===== src/rtl/mips_pkg.sv =====
// Shared MIPS constants for the divide sequencer and the pipeline stall logic.
//   div_state_e : divider FSM encoding (IDLE=0, PREP=1, ITER=2, FIX=3, DONE=4)
//   DIV_WIDTH   : operand width handled by the divider
//   DIV_LAT     : clocks from accepted start to the done pulse
package mips_pkg;
  typedef enum logic [2:0] {
    IDLE = 3'd0,
    PREP = 3'd1,
    ITER = 3'd2,
    FIX  = 3'd3,
    DONE = 3'd4
  } div_state_e;

  localparam int DIV_WIDTH = 32;
  localparam int DIV_LAT   = 34;
endpackage


===== src/rtl/Sub.sv =====
// 32-bit subtractor shared with the ALU datapath.
//   a, b : operands          bin : borrow in
//   diff : a - b - bin       CF  : borrow out (unsigned a < b + bin)
//   OF   : signed overflow of the subtraction
module Sub (
  input  logic [31:0] a,
  input  logic [31:0] b,
  input  logic        bin,
  output logic [31:0] diff,
  output logic        CF,
  output logic        OF
);
  assign {CF, diff} = {1'b0, a} - {1'b0, b} - {32'b0, bin};
  assign OF = (a[31] ^ b[31]) & (a[31] ^ diff[31]);
endmodule


===== src/rtl/div_sequencer.sv =====
// Multi-cycle DIV/DIVU controller: restoring division, one quotient bit per
// clock, using the shared Sub unit as the trial subtractor.
//   clk, rst        : clock, async active-high reset
//   start           : request, accepted only in IDLE or DONE
//   is_signed       : 1 = DIV, 0 = DIVU (latched with start)
//   dividend/divisor: operands (latched with start)
//   busy            : high in PREP, ITER, FIX
//   done            : one-cycle pulse in DONE
//   quo / rem       : LO / HI results, held until the next result is written
//   div_by_zero     : divisor was zero for the last operation
module div_sequencer
  import mips_pkg::*;
#(
  parameter int WIDTH = DIV_WIDTH,
  parameter int CNT_W = 5
) (
  input  logic             clk,
  input  logic             rst,
  input  logic             start,
  input  logic             is_signed,
  input  logic [WIDTH-1:0] dividend,
  input  logic [WIDTH-1:0] divisor,
  output logic             busy,
  output logic             done,
  output logic [WIDTH-1:0] quo,
  output logic [WIDTH-1:0] rem,
  output logic             div_by_zero
);

  div_state_e state_q, state_d;

  logic [WIDTH-1:0] dvd_q, dvs_q, dmag_q, r_q, q_q, quo_q, rem_q;
  logic [CNT_W-1:0] cnt_q;
  logic             sgn_q, dbz_q, dbz_out_q, qneg_q, rneg_q;

  logic [WIDTH-1:0] r_sh, sub_diff, quo_fix, rem_fix;
  logic             sub_cf, sub_of_unused, accept;

  // Trial subtraction of |divisor| from the shifted partial remainder.
  assign r_sh = {r_q[WIDTH-2:0], q_q[WIDTH-1]};

  Sub u_sub (
    .a    (r_sh),
    .b    (dmag_q),
    .bin  (1'b0),
    .diff (sub_diff),
    .CF   (sub_cf),
    .OF   (sub_of_unused)
  );

  // A bit shifted out of R means R' exceeds 32 bits, so it is always >= divisor.
  assign accept = r_q[WIDTH-1] | ~sub_cf;

  assign quo_fix = dbz_q ? '1    : (qneg_q ? WIDTH'(0) - q_q : q_q);
  assign rem_fix = dbz_q ? dvd_q : (rneg_q ? WIDTH'(0) - r_q : r_q);

  always_ff @(posedge clk or posedge rst) begin
    if (rst) state_q <= IDLE;
    else     state_q <= state_d;
  end

  always_comb begin
    state_d = state_q;
    busy    = 1'b0;
    done    = 1'b0;
    case (state_q)
      IDLE: if (start) state_d = PREP;
      PREP: begin
        busy    = 1'b1;
        state_d = ITER;
      end
      ITER: begin
        busy = 1'b1;
        if (cnt_q == CNT_W'(WIDTH - 1)) state_d = FIX;
      end
      FIX: begin
        busy    = 1'b1;
        state_d = DONE;
      end
      DONE: begin
        done    = 1'b1;
        state_d = start ? PREP : IDLE;
      end
      default: state_d = IDLE;
    endcase
  end

  always_ff @(posedge clk or posedge rst) begin
    if (rst) begin
      dvd_q     <= '0;
      dvs_q     <= '0;
      dmag_q    <= '0;
      r_q       <= '0;
      q_q       <= '0;
      quo_q     <= '0;
      rem_q     <= '0;
      cnt_q     <= '0;
      sgn_q     <= 1'b0;
      dbz_q     <= 1'b0;
      dbz_out_q <= 1'b0;
      qneg_q    <= 1'b0;
      rneg_q    <= 1'b0;
    end else begin
      case (state_q)
        IDLE, DONE: if (start) begin
          dvd_q <= dividend;
          dvs_q <= divisor;
          sgn_q <= is_signed;
          dbz_q <= (divisor == '0);
        end
        PREP: begin
          qneg_q <= sgn_q & (dvd_q[WIDTH-1] ^ dvs_q[WIDTH-1]);
          rneg_q <= sgn_q & dvd_q[WIDTH-1];
          dmag_q <= (sgn_q & dvs_q[WIDTH-1]) ? WIDTH'(0) - dvs_q : dvs_q;
          q_q    <= (sgn_q & dvd_q[WIDTH-1]) ? WIDTH'(0) - dvd_q : dvd_q;
          r_q    <= '0;
          cnt_q  <= '0;
        end
        ITER: begin
          r_q   <= accept ? sub_diff : r_sh;
          q_q   <= {q_q[WIDTH-2:0], accept};
          cnt_q <= cnt_q + 1'b1;
        end
        FIX: begin
          quo_q     <= quo_fix;
          rem_q     <= rem_fix;
          dbz_out_q <= dbz_q;
        end
        default: ;
      endcase
    end
  end

  assign quo         = quo_q;
  assign rem         = rem_q;
  assign div_by_zero = dbz_out_q;

endmodule


===== config.mk =====
export PLATFORM = sky130hd
export DESIGN_NAME = div_sequencer
export DESIGN_NICKNAME = d
export VERILOG_FILES = /design/src/rtl/mips_pkg.sv /design/src/rtl/Sub.sv /design/src/rtl/div_sequencer.sv
export SDC_FILE = /design/constraint.sdc
export NUM_CORES = 1
export LEC_CHECK = 0
export ABC_AREA = 1
export CORE_MARGIN = 2
export CORE_UTILIZATION = 30
export CTS_BUF_LIST = sky130_fd_sc_hd__clkbuf_16
export DETAILED_ROUTE_END_ITERATION = 8
export GPL_TIMING_DRIVEN = 0
export SETUP_SLACK_MARGIN = 0.4
export SYNTH_ARGS = -nofsm -noshare
export SYNTH_HDL_FRONTEND = slang
export SYNTH_SLANG_ARGS = --single-unit
export TNS_END_PERCENT = 5

===== constraint.sdc =====
create_clock -name clk -period 6.9 [get_ports clk]
set_clock_uncertainty 0.15 [all_clocks]
set_input_delay 0.69 -clock clk [delete_from_list [all_inputs] [get_ports clk]]
set_output_delay 0.69 -clock clk [all_outputs]
set_load 0.05 [all_outputs]

== Word level (Yosys, flattened, before mapping) ==
Index checks and enable logic that the tools add are counted.

* Register bits: 237
* Logic and storage cells: 56
* Output and inout bits: 67
* Input bits: 68

* Eq/ne operators: 7
* Muxes and demuxes: 16
* Reductions and logical operators: 7
* Bitwise gates (word level): 6
* Add/sub/neg operators: 6

{| class="wikitable"
|+ Operator list
! cell !! number
|-
| 2-to-1 mux 32 bit || 7
|-
| one-hot mux 32 bit (2 select lines) || 2
|-
| subtractor 1 x 32 -> 32 bit, first input constant || 4
|-
| subtractor 32 x 32 -> 33 bit || 1
|-
| logical NOT 32 bit || 1
|-
| one-hot mux 3 bit (5 select lines) || 1
|-
| one-hot mux 5 bit (2 select lines) || 1
|-
| equality test 3 x 2 -> 1 bit, second input constant || 2
|-
| 2-to-1 mux 3 bit || 2
|-
| adder 5 x 1 -> 5 bit, second input constant || 1
|-
| equality test 5 bit, second input constant || 1
|-
| != test 2 bit, second input constant || 2
|-
| AND reduction 2 bit || 2
|-
| bitwise AND 1 bit || 3
|-
| equality test 3 x 1 -> 1 bit, second input constant || 1
|-
| equality test 3 bit, second input constant || 1
|-
| logical NOT 3 bit || 1
|-
| 2-to-1 mux 1 bit || 3
|-
| OR reduction 3 bit || 1
|-
| nonzero test 2 bit || 1
|-
| OR reduction 2 bit || 1
|-
| NOT 1 bit || 1
|-
| OR 1 bit || 1
|-
| bitwise XOR 1 bit || 1
|}

== Longest topological paths before layout ==
Gate-level depths: netlist of the first run.

* Depth after elaboration: 5
* Gate-level depth with buffers: 17
* Gate-level depth less buffers: 16

== By module ==
A second synthesis of the first run with hierarchy kept.

* Cells, all modules: 2424
* Area total of the unflattened synthesis: 16119.2 um^2

{| class="wikitable"
|+ By module, submodules not included
! module !! cells an instance !! area each (um^2) !! seq. area each (um^2) !! instances
|-
| div_sequencer || 1939 || 13382.8 || 5930.7 || 1
|-
| Sub || 485 || 2736.4 || 0.0 || 1
|}

== Least setup slack after synthesis of the first run ==
No wires, ideal clock.

* Kind: register to register
* Start: register q_q[31]
* End: register r_q[19]
* Clock period less this slack: 2.319 ns
* Library setup time: 0.116 ns
* Cell stages (with the launch flop): 17
* Buffers on the path: 1
* Required time: 6.634 ns
* Setup slack: 4.581 ns
* Arrival time: 2.053 ns
* Cells stage by stage: dfrtp_1 inv_1 ha_1 fa_1 inv_1 nand2_1 nand2_1 nand3_1 nand2_2 nand2_2 nand2_2 nand3_4 nand2_4 buf_4 nand3_1 nand2_1 nand2_1

* Cells in the longest elaborated chain, start to end: 5

{| class="wikitable"
|+ RTL lines
! element !! RTL line !! RTL
|-
| start: declaration || div_sequencer.sv:32 || <nowiki>logic [WIDTH-1:0] dvd_q, dvs_q, dmag_q, r_q, q_q, quo_q, rem_q;</nowiki>
|-
| start signal: assignment || div_sequencer.sv:115 || <nowiki>q_q <= (sgn_q & dvd_q[WIDTH-1]) ? WIDTH'(0) - dvd_q : dvd_q;</nowiki>
|-
| start signal: assignment || div_sequencer.sv:121 || <nowiki>q_q <= {q_q[WIDTH-2:0], accept};</nowiki>
|-
| subtractor 32 x 32 -> 33 bit * || Sub.sv:13 || <nowiki>assign {CF, diff} = {1'b0, a} - {1'b0, b} - {32'b0, bin};</nowiki>
|-
| NOT 1 bit || div_sequencer.sv:52 || <nowiki>assign accept = r_q[WIDTH-1] | ~sub_cf;</nowiki>
|-
| OR 1 bit || div_sequencer.sv:52 ||
|-
| 2-to-1 mux 32 bit * || div_sequencer.sv:120 || <nowiki>r_q <= accept ? sub_diff : r_sh;</nowiki>
|-
| one-hot mux 32 bit (2 select lines) * || div_sequencer.sv:104 || <nowiki>case (state_q)</nowiki>
|-
| end signal: assignment || div_sequencer.sv:120 ||
|-
| end: declaration || div_sequencer.sv:32 ||
|}

Mark *: on every way between the ends. The rest lies on a longest branch, timed or not.
A chain may end at the register's enable or synchronous reset.

== Worst setup path after layout of the first run ==
* Start: register q_q[31]
* End: register r_q[23]

Same word-level chain as after synthesis.

==> impl_metrics.yaml, run 1 <==
outcome:
  status: "finished, final reports clean"
detailed_routing:
  drc: 0
  via_count: 15400
  drtIter0Drc: 1109
  drt_first_pass_iters: 5
  drt-total-wl_um: 58400
  vias_per_cell: 4.91
  avgRoutedWirePerCell_um: 18.6
  ant_nets: 0
cells_and_area:
  areaGrowthSynthToFinish_pct: 21.0
  drive_gt1_share_pct: 4.19
  layout.nets: 2542
  layout_common_cells: "nand2_1 (718), inv_1 (318), dfrtp_1 (237)"
  fillCellCount: 5546
  utilization_pct: 36.6
  mostFrequentLayoutCell: "nand2_1"
  diodes: 0
cts:
  cts_made_buffers: 29
  clk_pin_slew_ns: 0.06
  htreeDepth: 1
  cts_tree: "yes"
  cts_resized: 0
  cts_root_buf: "clkbuf_16"
  post_cts_buffers: 0
  clk_latency_ns: 0.58
  cts_hold_buffers: 0
  cts_buffer_depth: 3
  cts.sinks: 237
logic_synthesis:
  synth_area_leaders: "dfrtp_1 (38%), nand2_1 (17%), inv_1 (7.7%), nand3_1 (6.7%), o21ai_0 (4.7%)"
  async_reset_ff_share_pct: 100
  synth_area_leader_cell: "dfrtp_1"
  synthFlopType: "dfrtp_1"
  synth-seq-cells: 237
  ys_types: 45
  seq_area_frac_synth_pct: 38.4
  syn-num-nets: 2371
  netlist_area_sq_um: 15500
  synth_top_area_share_pct: 38.4
  netlist_instances: 2264
  synth_edf_count: 0
  avgSynthCellArea_sq_um: 6.83
  yosys_warnings: 0
sta:
  fin_crit_ns: 3.15
  setup_tns_ns: 0
  setup_viol: 0
  setup_slack_ns: 3.75
  layout_worst_path_cycle_share_pct: 45.6
  slew_headroom_pct: 39.3
  hold_viol_final: 0
  worst_slew_pin_slew_ns: 0.910
  rsz0062_at_grt: "no"
  clock.fmax_ghz: 0.318
  drv_slew: 0
setup_path:
  required_ns: 7.20
  critPathKind: "flop to flop"
  r2r-start: "q_q[31]"
  r2r-end: "r_q[23]"
  cp.arrival_ns: 3.45
  start_kind: "flop"
  worst-r2r-setup-slack_ns: 3.75
  critPathMaxFanout: 10
  end_kind: "flop"
  r2r_cells: 16
hold_path:
  worstHoldStart: "dmag_q[2]"
  whs_path_depth: 2
  hold_end: "dmag_q[2]"
  hold_class: "flop to flop"
place:
  gp_congestion: 0.939
  io_buffers: 134
  hpwl_um: 48100
  place_ws_ns: 3.57
global_routing:
  grt_pass1_wl_um: 89200
  grt_use_total_pct: 21.9
  grt_max_degree: 43
  grt_pass1_vias: 15000
  antenna_found_initial: 0
  grt_overflow: 0
power_and_ir_drop:
  finalPower_w: 0.0108
  peakVddDrop_uv: 200
  power_density_nw_per_um2: 578
  leakage_nw: 9.15
floorplan:
  initial_utilization_pct: 30.3
  coreArea_sq_um: 51100
  num_rows: 83
  ioPinCount: 135
  die_x_um: 231
  dieHeight_um: 231
  floorplan.die_area_sq_um: 53400
run:
  maxCapViolCount: 0
sequential cells by signal (all words and copies together) (netlist names), 3 cells and up:
name     count
quo         32
state_q      3
r_q         32
rem         32
dvs_q       32
q_q         32
dmag_q      32
cnt_q        5
dvd_q       32
power breakdown:
| part | switching, W | total, W | internal [W] |
|---|---|---|---|
| Combinational | 0.00450 | 0.00658 | 0.00208 |
| Sequential | 0.000679 | 0.00271 | 0.00203 |
| Clock | 0.000651 | 0.00153 | 0.000876 |
| Total | 0.00584 | 0.0108 | 0.00498 |
kinds of logic (layout without fill, tap and decap cells):
kind of cell             count (synthesis)  after routing  share of synthesized area [%]
XOR/XNOR                                65             65                           3.68
flip-flops                             237            237                           38.4
buffers and inverters                  397            591                           10.0
adder cells (fa/ha/maj)                 39             39                           3.20
AND/OR/NAND/NOR                       1202           1202                           32.6
AO/OA/AOI/OAI                          324            324                           12.2
cells in the mapped netlist (4+ instances only):
master and instances:
buf_1 8, o21ai_0 145, nand4_1 21, a22oi_1 50, nor2_4 4, nand3_1 206, o211ai_1 8, o21ai_1 22
nor3_1 29, ha_1 38, o31ai_1 6, buf_2 16, clkbuf_1 41, nor4_1 7, nand2_1 718, dfrtp_1 237
nand2_2 5, a31oi_1 16, nand3b_1 7, inv_2 8, xnor2_1 14, a21oi_1 49, nor2_1 189, buf_4 4
xor2_1 51, o221ai_1 12, inv_1 316, o22ai_1 9
stage by stage:
| step | hold slack, ns | instance area (sq um) | cells |
|---|---|---|---|
| 4_1_cts | 0.339 | 18700 | 3138 |
| 2_1_floorplan | 0.290 | 15500 | 2264 |
| 3_5_place_dp | 0.321 | 17800 | 3084 |
| 3_3_place_gp | 0.303 | 17700 | 3078 |
| 5_1_grt | 0.367 | 18700 | 3138 |
| 6_report | 0.339 | 18700 | 3138 |
how the worst max path moves through the flow:
| stage | from | end | slack [ns] | cells past startpoint |
|---|---|---|---|---|
| after floorplan | rst | cnt_q[0] | 2.95 | 1 |
| after global placement | rst | r_q[28] | 1.15 | 2 |
| after detailed placement | start | dvs_q[2] | 3.57 | 6 |
| after CTS | q_q[31] | r_q[19] | 3.77 | 16 |
| after global routing | q_q[31] | r_q[23] | 3.57 | 16 |
| final | q_q[31] | r_q[23] | 3.75 | 16 |
routing by layer:
metal / share of wire (%) / GRT usage [%] / routed length [um]
met3: 4.0 / 1.92 / 2350
met4: 4.1 / 8.73 / 2370
met5: 0 / 0 / 0
met2: 48 / 38.6 / 28300
met1: 43 / 27.7 / 25400
worst max-delay path, stage by stage (launching register included):
cell     delay (ns)
dfrtp_1        0.51
inv_1          0.17
ha_1           0.25
fa_1           0.40
inv_1          0.12
nand2_1        0.06
nand2_1        0.09
nand3_1        0.09
nand2_2        0.11
nand2_2        0.06
nand2_2        0.08
nand3_4        0.14
nand2_4        0.18
buf_4          0.23
nand3_1        0.18
nand2_1        0.12
nand2_1        0.05
area by class of cell:
type / count / area (sq um) / area share [%]
plain buffers: 72 / 328 / 1.75
clock buffers: 29 / 726 / 3.88
clock inverters: 25 / 205 / 1.10
inverters: 325 / 1220 / 6.54
multi-input cells: 1630 / 7980 / 42.7
flip-flops and latches: 237 / 5930 / 31.7
well taps: 680 / 851 / 4.55
repair buffers: 140 / 1460 / 7.81
(Power assumes the default switching activity.)
==> run 2: changes to the inputs <==
==> constraint.sdc (replaced) <==
create_clock -name clk -period 2.7 [get_ports clk]
set_clock_uncertainty 0.15 [all_clocks]
set_input_delay 0.27 -clock clk [delete_from_list [all_inputs] [get_ports clk]]
set_output_delay 0.27 -clock clk [all_outputs]
set_load 0.05 [all_outputs]
==> impl_metrics.yaml, run 2 (synthesis results as in run 1) <==
outcome:
  status: "finished, final reports clean"
global_routing:
  grt_overflow: 0
  antenna_found_initial: 0
  grt_max_degree: 43
  grt_pass1_vias: 15200
  grt_use_total_pct: 22.2
  grt_pass1_wl_um: 90400
cts:
  cts_made_buffers: 29
  clk_latency_ns: 0.58
  cts_root_buf: "clkbuf_16"
  cts_buffer_depth: 3
  cts.sinks: 237
  clk_pin_slew_ns: 0.06
  cts_tree: "yes"
  htreeDepth: 1
sta:
  setup_tns_ns: 0
  fin_crit_ns: 2.48
  clock.fmax_ghz: 0.403
  drv_slew: 0
  layout_worst_path_cycle_share_pct: 92.0
  worst_slew_pin_slew_ns: 0.873
  slew_headroom_pct: 41.8
  hold_viol_final: 0
  setup_viol: 0
  rsz0062_at_grt: "yes"
place:
  hpwl_um: 48100
  numPlacedInstances: 3084
  gp_congestion: 0.939
  io_buffers: 134
cells_and_area:
  areaGrowthSynthToFinish_pct: 27.6
  regArea_sq_um: 5950
  drive_gt1_share_pct: 9.50
  fillCellCount: 5470
  finalNonFillerCells: 3174
  layout_common_cells: "nand2_1 (707), inv_1 (303), dfrtp_1 (225)"
  layout.nets: 2578
  mostFrequentLayoutCell: "nand2_1"
  multi_input_area_sq_um: 8550
  diodes: 0
setup_path:
  cp.arrival_ns: 2.79
  worst-r2r-setup-slack_ns: 0.22
  required_ns: 3.01
  critPathMaxFanout: 8
  r2r-start: "dvd_q[0]"
  r2r_cells: 7
  critPathKind: "flop to flop"
  end_kind: "flop"
  r2r-end: "q_q[17]"
  start_kind: "flop"
floorplan:
  dieHeight_um: 231
  coreArea_sq_um: 51100
  initial_utilization_pct: 30.3
  floorplan.die_area_sq_um: 53400
  num_rows: 83
  ioPinCount: 135
  die_x_um: 231
run:
  maxCapViolCount: 0
detailed_routing:
  drt-met1-wl_um: 25500
  wl_met2_um: 29200
  drt-total-wl_um: 59200
  avgRoutedWirePerCell_um: 18.6
  highest_layer: "met4"
  wl_met3_um: 2220
  via_count: 15600
  vias_per_cell: 4.90
  drt_first_pass_iters: 5
  ant_nets: 0
  drc: 0
  drtIter0Drc: 1164
hold_path:
  worstHoldStart: "dividend[31]"
  whs_path_depth: 3
  hold_class: "input pin to flop"
  hold_end: "dvd_q[31]"
power_and_ir_drop:
  leakage_nw: 9.42
  power_density_nw_per_um2: 1520
  peakVddDrop_uv: 550
run 2: worst max-delay path by stage:
stage,start,endpoint,depth (start not counted)
after floorplan,rst,cnt_q[0],1
after detailed placement,q_q[31],r_q[23],16
after global placement,rst,r_q[28],2
after global routing,q_q[31],r_q[0],18
after CTS,state_q[1],quo[19],8
final,dvd_q[0],q_q[17],7
run 2: power breakdown:
part	internal [W]	total [W]	switching, W
Clock	0.00224	0.00390	0.00167
Combinational	0.00680	0.0191	0.0123
Sequential	0.00521	0.00700	0.00180
Total	0.0143	0.0300	0.0157
run 2: area by class of cell:
cell class / instances / area share, %
Buffer: 72 / 1.91
Clock buffer: 29 / 3.68
Clock inverter: 25 / 1.04
Inverter: 325 / 6.21
Multi-Input combinational cell: 1630 / 43.3
Sequential cell: 237 / 30.1
Tap cell: 680 / 4.31
Timing Repair Buffer: 176 / 9.39
run 2: layer usage:
metal  track usage [%]  vias to the layer above
met5                 0                        -
met4              8.59                        0
met3              1.87                       92
met2              39.4                      375
met1              27.8                     7364
li1                  -                     7722
run 2: worst max-delay path: stages (launching register included):
cell and delay (ns):
dfrtp_1 0.39, nor3_1 0.30, nand3_1 0.18, nor2_1 0.56, nand3_1 0.32, nand2_1 0.15
nand2_1 0.11, a31o_2 0.21
run 2: metrics by stage:
step	total power, W	hold WS, ns	cell area [sq um]	setup WS, ns	util (%)
finish	0.0300	0.0854	19700	0.216	38.6
global route	0.0323	0.0822	19700	0.104	38.6
CTS	0.0296	0.0682	19500	0.192	38.2
detailed placement	0.0238	0.321	17800	-0.412	34.8
global placement	0.0236	0.303	17700	-2.63	34.6
floorplan	0.0180	0.237	15500	-0.826	-
run 2: timing repair:
item                                    4_1_cts  5_1_grt
endpoints found under the hold margin        12        0
resized for setup                           109       34
setup buffers                                23        8
pin swaps                                     8        6
hold buffers                                  1        0
cloned                                        3        1
endpoints found under the setup margin      163      203
